[config.mk]
export PLATFORM = sky130hd
export DESIGN_NAME = instr_fetch_unit
export DESIGN_NICKNAME = d
export VERILOG_FILES = /design/src/rtl/fetch_pkg.sv /design/src/rtl/fetch_fifo.sv /design/src/rtl/instr_fetch_unit.sv
export SDC_FILE = /design/constraint.sdc
export NUM_CORES = 1
export LEC_CHECK = 0
export CAP_MARGIN = 5
export CORE_AREA = 5 5 343 261
export DETAILED_ROUTE_END_ITERATION = 16
export DIE_AREA = 0 0 348 266
export GPL_ROUTABILITY_DRIVEN = 0
export GPL_TIMING_DRIVEN = 0
export PLACE_DENSITY = 0.61
export SLEW_MARGIN = 20
export SYNTH_ARGS = -nofsm -noshare
export SYNTH_HDL_FRONTEND = slang
export SYNTH_SLANG_ARGS = --single-unit
[constraint.sdc]
create_clock -name clk_i -period 4.4 [get_ports clk_i]
set_input_delay 1.32 -clock clk_i [delete_from_list [all_inputs] [get_ports clk_i]]
set_output_delay 1.32 -clock clk_i [all_outputs]
set_load 0.01 [all_outputs]
[src/rtl/fetch_pkg.sv]
// Shared types and constants for the instruction fetch front-end.
//   fetch_entry_t : {addr, data} payload buffered between memory and decode
//   fetch_state_e : fetch control FSM states
package fetch_pkg;

    localparam int unsigned INSTR_BYTES = 8;
    localparam int unsigned ADDR_W      = 64;
    localparam int unsigned DATA_W      = 64;

    typedef struct packed {
        logic [ADDR_W-1:0] addr;
        logic [DATA_W-1:0] data;
    } fetch_entry_t;

    typedef enum logic {
        RESET_WAIT = 1'b0,
        RUN        = 1'b1
    } fetch_state_e;

endpackage

[src/rtl/fetch_fifo.sv]
// First-word-fall-through FIFO with synchronous flush.
//   clk_i, rst_ni : clock, async active-low reset
//   flush_i       : empty the FIFO next cycle (wins over push/pop)
//   push_i/data_i : write one entry
//   pop_i         : retire head entry (ignored when empty)
//   data_o        : head entry, valid whenever empty_o is low
//   empty_o, full_o, count_o : occupancy status
module fetch_fifo #(
    parameter int unsigned DEPTH = 4,
    parameter type dtype = logic,
    localparam int unsigned PTR_W = (DEPTH > 1) ? $clog2(DEPTH) : 1,
    localparam int unsigned CNT_W = $clog2(DEPTH + 1)
) (
    input  logic             clk_i,
    input  logic             rst_ni,
    input  logic             flush_i,
    input  logic             push_i,
    input  dtype             data_i,
    input  logic             pop_i,
    output dtype             data_o,
    output logic             empty_o,
    output logic             full_o,
    output logic [CNT_W-1:0] count_o
);

    dtype             mem_q [DEPTH];
    dtype             mem_d [DEPTH];
    logic [PTR_W-1:0] wr_ptr_q, wr_ptr_d;
    logic [PTR_W-1:0] rd_ptr_q, rd_ptr_d;
    logic [CNT_W-1:0] cnt_q, cnt_d;
    logic             pop_en;

    assign empty_o = (cnt_q == '0);
    assign full_o  = (cnt_q == CNT_W'(DEPTH));
    assign count_o = cnt_q;
    assign data_o  = mem_q[rd_ptr_q];

    // Pointer/count update; DEPTH is a power of two so pointers wrap naturally
    always_comb begin
        mem_d    = mem_q;
        wr_ptr_d = wr_ptr_q;
        rd_ptr_d = rd_ptr_q;
        cnt_d    = cnt_q;
        pop_en   = pop_i && !empty_o;
        if (flush_i) begin
            wr_ptr_d = '0;
            rd_ptr_d = '0;
            cnt_d    = '0;
        end else begin
            if (push_i) begin
                mem_d[wr_ptr_q] = data_i;
                wr_ptr_d        = wr_ptr_q + PTR_W'(1);
            end
            if (pop_en) begin
                rd_ptr_d = rd_ptr_q + PTR_W'(1);
            end
            unique case ({push_i, pop_en})
                2'b10:   cnt_d = cnt_q + CNT_W'(1);
                2'b01:   cnt_d = cnt_q - CNT_W'(1);
                default: cnt_d = cnt_q;
            endcase
        end
    end

    always_ff @(posedge clk_i or negedge rst_ni) begin
        if (!rst_ni) begin
            mem_q    <= '{default: '0};
            wr_ptr_q <= '0;
            rd_ptr_q <= '0;
            cnt_q    <= '0;
        end else begin
            mem_q    <= mem_d;
            wr_ptr_q <= wr_ptr_d;
            rd_ptr_q <= rd_ptr_d;
            cnt_q    <= cnt_d;
        end
    end

endmodule

[src/rtl/instr_fetch_unit.sv]
// Instruction fetch front-end: issues sequential 8-byte fetches on the memory
// req/gnt/rvalid port, buffers in-order responses and presents {addr, data}
// to decode with valid/ready. A flush redirects and drops in-flight responses.
//   clk_i, rst_ni            : clock, async active-low reset
//   flush_i, flush_addr_i    : redirect to flush_addr_i (low 3 bits ignored)
//   instr_if_address_o/req_o/be_o, gnt_i, rvalid_i, rdata_i : memory port
//   fetch_valid_o, fetch_ready_i, fetch_addr_o, fetch_rdata_o : decode port
module instr_fetch_unit
    import fetch_pkg::*;
#(
    parameter logic [63:0] BOOT_ADDR       = 64'h0000_0000_0000_1000,
    parameter int unsigned FIFO_DEPTH      = 4,
    parameter int unsigned MAX_OUTSTANDING = 2
) (
    input  logic        clk_i,
    input  logic        rst_ni,
    input  logic        flush_i,
    input  logic [63:0] flush_addr_i,
    output logic [63:0] instr_if_address_o,
    output logic        instr_if_data_req_o,
    output logic [3:0]  instr_if_data_be_o,
    input  logic        instr_if_data_gnt_i,
    input  logic        instr_if_data_rvalid_i,
    input  logic [63:0] instr_if_data_rdata_i,
    output logic        fetch_valid_o,
    input  logic        fetch_ready_i,
    output logic [63:0] fetch_addr_o,
    output logic [63:0] fetch_rdata_o
);

    localparam int unsigned OUT_W  = $clog2(MAX_OUTSTANDING + 1);
    localparam int unsigned CNT_W  = $clog2(FIFO_DEPTH + 1);
    localparam int unsigned SUM_W  = ((OUT_W > CNT_W) ? OUT_W : CNT_W) + 1;
    localparam logic [63:0] STEP   = 64'(INSTR_BYTES);
    localparam logic [63:0] BOOT_A = {BOOT_ADDR[63:3], 3'b000};

    fetch_state_e     state_q, state_d;
    logic [63:0]      npc_q, npc_d;
    logic [63:0]      rsp_addr_q, rsp_addr_d;
    logic [OUT_W-1:0] outst_q, outst_d;
    logic [OUT_W-1:0] drop_cnt_q, drop_cnt_d;

    logic             req_c, fire_c, drop_rsp_c, push_c;
    logic [SUM_W-1:0] in_flight_c;
    logic [CNT_W-1:0] fifo_cnt;
    logic             fifo_empty, fifo_full;
    fetch_entry_t     push_entry, head_entry;
    logic             unused_flush_lsb;

    assign unused_flush_lsb = ^flush_addr_i[2:0];

    assign instr_if_address_o  = npc_q;
    assign instr_if_data_req_o = req_c;
    assign instr_if_data_be_o  = 4'hF;
    assign fetch_valid_o       = !fifo_empty;
    assign fetch_addr_o        = head_entry.addr;
    assign fetch_rdata_o       = head_entry.data;
    assign push_entry          = '{addr: rsp_addr_q, data: instr_if_data_rdata_i};

    // Request credit, response bookkeeping and redirect handling
    always_comb begin
        state_d     = state_q;
        npc_d       = npc_q;
        rsp_addr_d  = rsp_addr_q;
        outst_d     = outst_q;
        drop_cnt_d  = drop_cnt_q;

        if (state_q == RESET_WAIT) begin
            state_d = RUN;
        end

        // A request is only issued if its response is guaranteed a FIFO slot
        in_flight_c = SUM_W'(outst_q) + SUM_W'(fifo_cnt);
        req_c       = (state_q == RUN) && !flush_i
                      && (outst_q < OUT_W'(MAX_OUTSTANDING))
                      && (in_flight_c < SUM_W'(FIFO_DEPTH));
        fire_c      = req_c && instr_if_data_gnt_i;
        drop_rsp_c  = instr_if_data_rvalid_i && (drop_cnt_q != '0);
        push_c      = instr_if_data_rvalid_i && !drop_rsp_c && !flush_i;

        outst_d = outst_q + OUT_W'(fire_c) - OUT_W'(instr_if_data_rvalid_i);

        if (flush_i) begin
            npc_d      = {flush_addr_i[63:3], 3'b000};
            rsp_addr_d = {flush_addr_i[63:3], 3'b000};
            // Every response still owed belongs to the abandoned stream; a
            // response arriving this cycle is retired by the flush itself.
            drop_cnt_d = outst_q - OUT_W'(instr_if_data_rvalid_i);
        end else begin
            if (fire_c) begin
                npc_d = npc_q + STEP;
            end
            if (push_c) begin
                rsp_addr_d = rsp_addr_q + STEP;
            end
            if (drop_rsp_c) begin
                drop_cnt_d = drop_cnt_q - OUT_W'(1);
            end
        end
    end

    always_ff @(posedge clk_i or negedge rst_ni) begin
        if (!rst_ni) begin
            state_q    <= RESET_WAIT;
            npc_q      <= BOOT_A;
            rsp_addr_q <= BOOT_A;
            outst_q    <= '0;
            drop_cnt_q <= '0;
        end else begin
            state_q    <= state_d;
            npc_q      <= npc_d;
            rsp_addr_q <= rsp_addr_d;
            outst_q    <= outst_d;
            drop_cnt_q <= drop_cnt_d;
        end
    end

    fetch_fifo #(
        .DEPTH (FIFO_DEPTH),
        .dtype (fetch_entry_t)
    ) u_fifo (
        .clk_i   (clk_i),
        .rst_ni  (rst_ni),
        .flush_i (flush_i),
        .push_i  (push_c),
        .data_i  (push_entry),
        .pop_i   (fetch_valid_o && fetch_ready_i),
        .data_o  (head_entry),
        .empty_o (fifo_empty),
        .full_o  (fifo_full),
        .count_o (fifo_cnt)
    );

    a_no_push_full: assert property (@(posedge clk_i) disable iff (!rst_ni)
        push_c |-> !fifo_full);
    a_rvalid_owed: assert property (@(posedge clk_i) disable iff (!rst_ni)
        instr_if_data_rvalid_i |-> (outst_q != '0));
    a_outst_max: assert property (@(posedge clk_i) disable iff (!rst_ni)
        outst_q <= OUT_W'(MAX_OUTSTANDING));
    a_drop_le_outst: assert property (@(posedge clk_i) disable iff (!rst_ni)
        drop_cnt_q <= outst_q);

endmodule

# Word-level counts from Yosys, hierarchy flattened
# Cells that the tools add are included.
# W data, S select, Z words.
dict set report classes {
  n_reduce_logical 21
  order_cmp 5
  n_addsub 11
  eq_ne 2
  n_shift 0
  bitwise 3
  muxes 18
  n_mul 0
  div 0
}
# operator n
set op_table {}
lappend op_table {{$bwmux W512} 1}
lappend op_table {{$mux W128} 3}
lappend op_table {{$bmux W128 S2} 1}
lappend op_table {{$demux W128 S2} 1}
lappend op_table {{$mux W64} 4}
lappend op_table {{$add A64 B4 Y64 const B} 2}
lappend op_table {{$mux W2} 6}
lappend op_table {{$logic_and A1 B1 Y1} 10}
lappend op_table {{$reduce_bool A2 Y1} 5}
lappend op_table {{$ge A3 B3 Y1 const B} 2}
lappend op_table {{$not A2 Y3} 2}
lappend op_table {{$pmux W3 S2} 1}
lappend op_table {{$add A2 B1 Y2 const B} 2}
lappend op_table {{$add A2 B3 Y4} 1}
lappend op_table {{$lt A4 B3 Y1 const B} 1}
lappend op_table {{$sub A2 B1 Y2} 2}
lappend op_table {{$add A3 B1 Y3 const B} 1}
lappend op_table {{$logic_not A1 Y1} 3}
lappend op_table {{$logic_not A3 Y1} 1}
lappend op_table {{$lt A3 B1 Y1 const B} 1}
lappend op_table {{$mux W3} 1}
lappend op_table {{$reduce_bool A3 Y1} 1}
lappend op_table {{$sub A3 B1 Y3 const B} 1}
lappend op_table {{$add A2 B1 Y2} 1}
lappend op_table {{other kinds (6)} 6}
dict set report totals {
  word_cells 76
  in_bits 134
  romBits 0
  regBits 652
  ram_bits 0
  mem_count 0
  latchBits 0
}

# Logic depth before layout (Yosys ltp)
dict set report depth {
  ltp_word 8
  ltp_mapped 12
  ltp_nobuf 10
}

# Cells and area by module
# A second synthesis with hierarchy kept.
dict set report hier_totals {
  cells_unflattened 2093
  hier_area_um2 30123.9
}
# mod cells_each area_each_um2 instances
set modules_own_cells {}
lappend modules_own_cells {fetch_fifo 1291 22688.0 1}
lappend modules_own_cells {instr_fetch_unit 802 7435.9 1}

# Worst setup path before layout
# OpenSTA, ideal clock, no wires.
dict set report synth_timing {
  kind {input port to flip-flop}
  startpoint {input flush_i}
  endpoint {register outst_q[1]}
  setup_time_ns 0.124
  path_buffers 4
  stages 12
  arrival_ns 3.125
  path_slack_ns 1.151
  cell_sequence {clkbuf_1 nor3b_1 and4_1 buf_2 inv_2 clkbuf_1 buf_2 ha_1 inv_1 ha_1 xnor2_1 xnor2_1}
}
dict set report synth_between {
  elab_chain_len 7
}
# item line_no
set synth_lines {}
lappend synth_lines {{start, declared} instr_fetch_unit.sv:17} ;# input logic flush_i,
lappend synth_lines {{$logic_not A1 Y1} instr_fetch_unit.sv:74} ;# req_c = (state_q == RUN) && !flush_i
lappend synth_lines {{$logic_and A1 B1 Y1} instr_fetch_unit.sv:74}
lappend synth_lines {{$logic_and A1 B1 Y1} instr_fetch_unit.sv:75} ;# && (outst_q < OUT_W'(MAX_OUTSTANDING))
lappend synth_lines {{$logic_and A1 B1 Y1} instr_fetch_unit.sv:76} ;# && (in_flight_c < SUM_W'(FIFO_DEPTH));
lappend synth_lines {{$logic_and A1 B1 Y1} instr_fetch_unit.sv:77} ;# fire_c = req_c && instr_if_data_gnt_i;
lappend synth_lines {{$add A2 B1 Y2} instr_fetch_unit.sv:81} ;# outst_d = outst_q + OUT_W'(fire_c) - OUT_W'(instr_if_data_rvalid_i);
lappend synth_lines {{$sub A2 B1 Y2} instr_fetch_unit.sv:81}
lappend synth_lines {{named net outst_d[1]} instr_fetch_unit.sv:40} ;# logic [OUT_W-1:0] outst_q, outst_d;
lappend synth_lines {{end signal, assigned} instr_fetch_unit.sv:113} ;# outst_q <= outst_d;
lappend synth_lines {{end, declared} instr_fetch_unit.sv:40}
# The timed path passes the listed nets, and every way through them passes these cells.
# A chain may end at the register's enable or synchronous reset.

# Final worst setup path
dict set report layout_timing {
  startpoint {input instr_if_data_rvalid_i}
  endpoint {register u_fifo.mem_q[299] in the netlist's numbering}
}
dict set report layout_between {
  elab_chain_len 5
}
# item line_no
set layout_lines {}
lappend layout_lines {{start, declared} instr_fetch_unit.sv:23} ;# input logic instr_if_data_rvalid_i,
lappend layout_lines {{$logic_and A1 B1 Y1} instr_fetch_unit.sv:78} ;# drop_rsp_c = instr_if_data_rvalid_i && (drop_cnt_q != '0);
lappend layout_lines {{$logic_not A1 Y1} instr_fetch_unit.sv:79} ;# push_c = instr_if_data_rvalid_i && !drop_rsp_c && !flush_i;
lappend layout_lines {{$logic_and A1 B1 Y1 * (2 in series)} instr_fetch_unit.sv:79}
lappend layout_lines {{$reduce_and A2 Y1 (no source line) *} --}
lappend layout_lines {{end signal, assigned} fetch_fifo.sv:72} ;# mem_q <= mem_d;
lappend layout_lines {{end, declared} fetch_fifo.sv:26} ;# dtype mem_q [DEPTH];
# Every way passes the cells marked *; elsewhere a longest branch is shown, timed or not.

==> results.json <==
{
  "stdcell_area_sq_mm": 0.0368,
  "yosysMostFrequentCell": "dfrtp_1",
  "die_x_um": 348,
  "max_freq_mhz": 229,
  "synth_edf_count": 0,
  "drive_above_1_share": 0.313,
  "place_ws_ns": -0.566,
  "peakVddDrop_mv": 0.285,
  "die_h_um": 266,
  "leakage_nw": 16.0,
  "end_kind": "register",
  "whs_path_depth": 2,
  "syn_area_sq_mm": 0.0298,
  "slew_violations": 0,
  "dp_hpwl_um": 67600,
  "root_buffer": "clkbuf_16",
  "drc": 0,
  "finalCriticalPeriod_ns": 4.37,
  "dpl_cell_area_sq_mm": 0.0346,
  "wire_per_inst_um": 24.2,
  "worstPathRequired_ns": 4.88,
  "async_flop_share": 1.00,
  "skew_ns": 0.0169,
  "ys_seq_area_frac": 0.533,
  "status": "finished, final reports clean",
  "startpoint_type": "input port",
  "synth_common_cells": "632 x dfrtp_1, 508 x mux2_2, 125 x mux4_2",
  "crit_path_max_fanout": 11,
  "rsz0062_at_grt": "yes",
  "yosysTopAreaCellShare": 0.531,
  "antenna_left": 0,
  "worst-setup-path-type": "input port to register",
  "yosys_warnings": 0,
  "rows": 93,
  "io_buffer_count": 317,
  "ys.flop_type": "dfrtp_1",
  "synth_seq_cells": 634,
  "wl_um": 92100,
  "die_area_sq_mm": 0.0926,
  "clock_sinks": 634,
  "rr_worst_depth": 9,
  "clk_latency_ns": 0.61,
  "drtIter0Drc": 1917,
  "antenna_found_initial": 4,
  "vias_per_cell": 5.54,
  "cp.arrival_ns": 4.85,
  "gr-usage-all-layers": 0.196,
  "firstDrtPassIters": 6,
  "clk_pin_slew_ns": 0.06,
  "grt_pass1_wl_um": 140000,
  "vias": 21100,
  "start_util": 0.349,
  "grt-ovfl-total": 0,
  "cts_tree": "built",
  "grt_max_degree": 102,
  "period_share": 0.992,
  "clock_path_buffers": 3,
  "synthCells": 2216,
  "coreArea_sq_mm": 0.0854,
  "hold_path_class": "register to register",
  "setup_violations": 0,
  "fill_cells": 7762,
  "htree_levels": 3,
  "layout.nets": 2763,
  "synth_area_leaders": "dfrtp_1 53%, mux2_2 19%, mux4_2 9.4%",
  "final.setup.worst_slack_ns": 0.0334,
  "io_pins": 332,
  "worst_pin_slew_ns": 0.963,
  "max_slew_margin": 0.352,
  "ys_types": 64,
  "avgSynthCellArea_sq_um": 13.4,
  "finalHoldViolCount": 0,
  "drv_cap": 0,
  "grt_pass1_vias": 22200,
  "cts_buffers": 68,
  "power_density_mw_per_mm2": 556,
  "area_growth_pct": 23.7,
  "synth_top_area_cell": "dfrtp_1"
}
==> flip-flops by register name, summed over array words and instances, names as in the netlist <==
name,count
u_fifo.wr_ptr_q,2
u_fifo.rd_ptr_q,2
rsp_addr_q,61
instr_if_address_o,61
state_q,1
drop_cnt_q,2
u_fifo.count_o,3
outst_q,2
u_fifo.mem_q,500
==> metrics by stage <==
stage,total power [mW],util,cells,hold WS [ns],TNS [ns]
floorplan,11.5,-,2225,0.445,0
global placement,14.8,0.403,3682,0.458,-
detailed placement,15.0,0.405,3689,0.469,-124.39
CTS,20.8,0.431,3805,0.482,-2.30
global route,21.5,0.431,3806,0.502,-0.0123
finish,20.5,0.431,3809,0.477,0
==> layout by cell type (no fill, tap or decap), types with 5 or more instances in the layout <==
| master | instances |
|---|---|
| buf_4 | 13 |
| nor4_1 | 20 |
| clkbuf_16 | 70 |
| nand3_1 | 81 |
| and3_1 | 23 |
| mux2i_1 | 10 |
| nor2_1 | 72 |
| ha_1 | 11 |
| o21ai_0 | 69 |
| conb_1 | 11 |
| dfrtp_1 | 630 |
| clkinv_2 | 12 |
| xor2_1 | 27 |
| nor4_2 | 5 |
| inv_1 | 22 |
| o211ai_1 | 32 |
| clkbuf_1 | 108 |
| and2_1 | 14 |
| or4_1 | 19 |
| clkdlybuf4s50_1 | 315 |
| buf_16 | 7 |
| and4_1 | 7 |
| a31oi_1 | 31 |
| clkbuf_8 | 11 |
| a21oi_1 | 25 |
| mux4_2 | 125 |
| clkbuf_2 | 11 |
| nand4_1 | 64 |
| nand2_1 | 118 |
| nor3_1 | 16 |
| o311ai_0 | 12 |
| buf_2 | 31 |
| mux2_2 | 508 |
| or3_1 | 31 |
| xnor2_1 | 22 |
==> what timing repair did <==
| action | in CTS | in global routing |
|---|---|---|
| hold buffers | 0 | 0 |
| setup buffers | 0 | 0 |
| hold endpoints to repair | 0 | 0 |
| setup endpoints to repair | 125 | 63 |
| gates resized for setup | 25 | 14 |
| gates cloned | 0 | 0 |
| pin swaps | 0 | 0 |
==> cells by family (layout without fill, tap and decap cells) <==
kind of cell / Yosys count / after routing / share of synthesized area
AND/OR/NAND/NOR: 501 / 501 / 0.0916
XOR/XNOR: 49 / 49 / 0.0144
multiplexers: 643 / 643 / 0.290
adder cells (fa/ha/maj): 12 / 12 / 0.00529
buffers and inverters: 184 / 624 / 0.0261
AO/OA/AOI/OAI: 191 / 191 / 0.0401
other: 2 / 15 / 0.000252
flip-flops: 634 / 634 / 0.533
==> worst max-delay path, stage by stage <==
cell and delay [ns]:
clkdlybuf4s50_1 0.53, buf_2 0.25, nand2_2 0.28, nor2_1 0.20, nand2_1 0.75, clkbuf_1 0.69, buf_2 0.43, mux2_2 0.38
==> power by group <==
part	leakage, nW	internal, mW	switching, mW
Sequential	8.25	7.17	0.893
Combinational	6.65	3.90	2.90
Clock	1.06	3.23	2.38
==> per-layer routing <==
layer	global-route usage	vias to the layer above	part of all wire
li1	-	9072	-
met1	0.278	11000	0.44
met2	0.301	857	0.45
met3	0.0458	187	0.078
met4	0.0610	2	0.032
met5	0	-	0.00014
==> final timing paths <==
| path | startpoint | to | slack (ns) |
|---|---|---|---|
| max reg2reg | drop_cnt_q[0]$_DFFE_PN0P_ | u_fifo.mem_q[299]$_DFFE_PN0P_ | 0.74 |
| min | u_fifo.mem_q[484]$_DFFE_PN0P_ | u_fifo.mem_q[484]$_DFFE_PN0P_ | 0.48 |
| min in group asynchronous | rst_ni | u_fifo.mem_q[415]$_DFFE_PN0P_ | 0.64 |
| min reg2reg | u_fifo.mem_q[484]$_DFFE_PN0P_ | u_fifo.mem_q[484]$_DFFE_PN0P_ | 0.48 |
| max | instr_if_data_rvalid_i | u_fifo.mem_q[299]$_DFFE_PN0P_ | 0.03 |
| max in group asynchronous | rst_ni | instr_if_address_o[49]$_DFFE_PN0P_ | 2.04 |
==> area by class of cell <==
cell class | instances | area (sq um) | share of cell area
Sequential cell | 634 | 15900 | 0.431
Multi-Input combinational cell | 1407 | 13200 | 0.358
Timing Repair Buffer | 324 | 3370 | 0.0916
Clock buffer | 96 | 1960 | 0.0532
Tap cell | 1140 | 1430 | 0.0387
Buffer | 158 | 732 | 0.0199
Clock inverter | 22 | 195 | 0.00530
Inverter | 24 | 90.1 | 0.00244
Antenna cell | 4 | 10.0 | 0.000272
Note: power is estimated with default switching activity, not from simulation.
==> RTL change, RTL diff (config.mk and constraints unchanged) <==
Make the reset (`rst_ni`) synchronous in 2 clocked blocks. Comments in the files are not updated.
--- a/src/rtl/fetch_fifo.sv
+++ b/src/rtl/fetch_fifo.sv
@@ -62,7 +62,7 @@
         end
     end
 
-    always_ff @(posedge clk_i or negedge rst_ni) begin
+    always_ff @(posedge clk_i) begin
         if (!rst_ni) begin
             mem_q    <= '{default: '0};
             wr_ptr_q <= '0;
--- a/src/rtl/instr_fetch_unit.sv
+++ b/src/rtl/instr_fetch_unit.sv
@@ -99,7 +99,7 @@
         end
     end
 
-    always_ff @(posedge clk_i or negedge rst_ni) begin
+    always_ff @(posedge clk_i) begin
         if (!rst_ni) begin
             state_q    <= RESET_WAIT;
             npc_q      <= BOOT_A;
Check against the original RTL: not settled (the Yosys comparison gave no result); the edit may change what the design does.
==> RTL change against the unedited design <==
Synthesized cell count grew 51%; sequential cell count is the same; design area shrank 5.9%; area after synthesis shrank 7.0%; setup slack gained 0.080 ns; wire length grew 20%; non-clock buffer count grew 129; die area is the same; critical path type unchanged.
Power is not compared: it rests on default switching activity, and its combinational part moved more than twofold at a synthesized area within 25%.
==> RTL change: results (changes against the unedited design) <==
stage	metric	value	unit	change
status	status	complete, no violations		
placed_design	dp.final_hpwl	78300	microns	+16%
finish	fin_cells	4930		+29%
finish	clock_buffers	103		+7.3%
finish	seqCellArea	12700	sq um	-20%
finish	clock_cell_area_share	6.46	%	+0.62 points
synth	synth.area.top_cells	dfxtp_1, nand2_1, a21oi_1, mux4_2, clkbuf_1		
worst_setup_path	cp.arrival	4.81	ns	-0.04 ns
finish	inverters_excl_clock	23		-4.2%
hold_path	min-delay-start	u_fifo.mem_q[53]$_SDFFE_PN0P_		
global_route	grt_use_met2	33.7	%	+3.6 points
worst_setup_path	reg2reg_from	outst_q[1]$_SDFF_PN0_		
global_route	antenna_found_initial	10		+6
routing	initialDrtViolationCount	2855		+49%
finish	signal_buffers	611		+27%
clock_tree	cts_resized	35		+40%
synth	ys.flop_type	dfxtp_1		
routing	route.met2.wl	47300	microns	+14%
routing	wire_per_inst	22.4	microns	-7.2%
synth	synth_mux_area_share	10.3	%	-19 points
routing	wl_met3	12600	microns	+77%
timing	worst_slew_pin_slew	1.08	ns	+0.120 ns
placed_design	portBuffers	318		+0.32%
synth	synth_compound_area_share	14.7	%	+11 points
global_route	grt_pass1_wl	160000	microns	+14%
global_route	track_usage	22.8	%	+3.2 points
global_route	grt_pass1_vias	24700		+12%
-- RTL change: cell count changes after synthesis, moves of 20 or more --
cell and change:
a21oi_1 +559, dfxtp_1 +634, o211ai_1 -23, dfrtp_1 -632, xnor2_1 +21, clkbuf_1 +139
nand4_1 -20, mux2_2 -508, nand2_1 +966
-- RTL change: worst max path at each step --
stage | cells after the start | endpoint | start | slack (ns)
after CTS | 4 | fetch_rdata_o[20] | u_fifo.rd_ptr_q[0]$_SDFFE_PP0P_ | -0.16
after global routing | 8 | u_fifo.mem_q[169]$_SDFFE_PN0P_ | flush_i | -0.05
after global placement | 9 | u_fifo.mem_q[282]$_SDFFE_PN0P_ | instr_if_data_rvalid_i | -0.91
after detailed placement | 9 | u_fifo.mem_q[161]$_SDFFE_PN0P_ | instr_if_data_rvalid_i | -0.90
after floorplan | 4 | fetch_addr_o[35] | u_fifo.rd_ptr_q[0]$_SDFFE_PP0P_ | 1.09
final | 8 | u_fifo.mem_q[21]$_SDFFE_PN0P_ | flush_i | 0.11
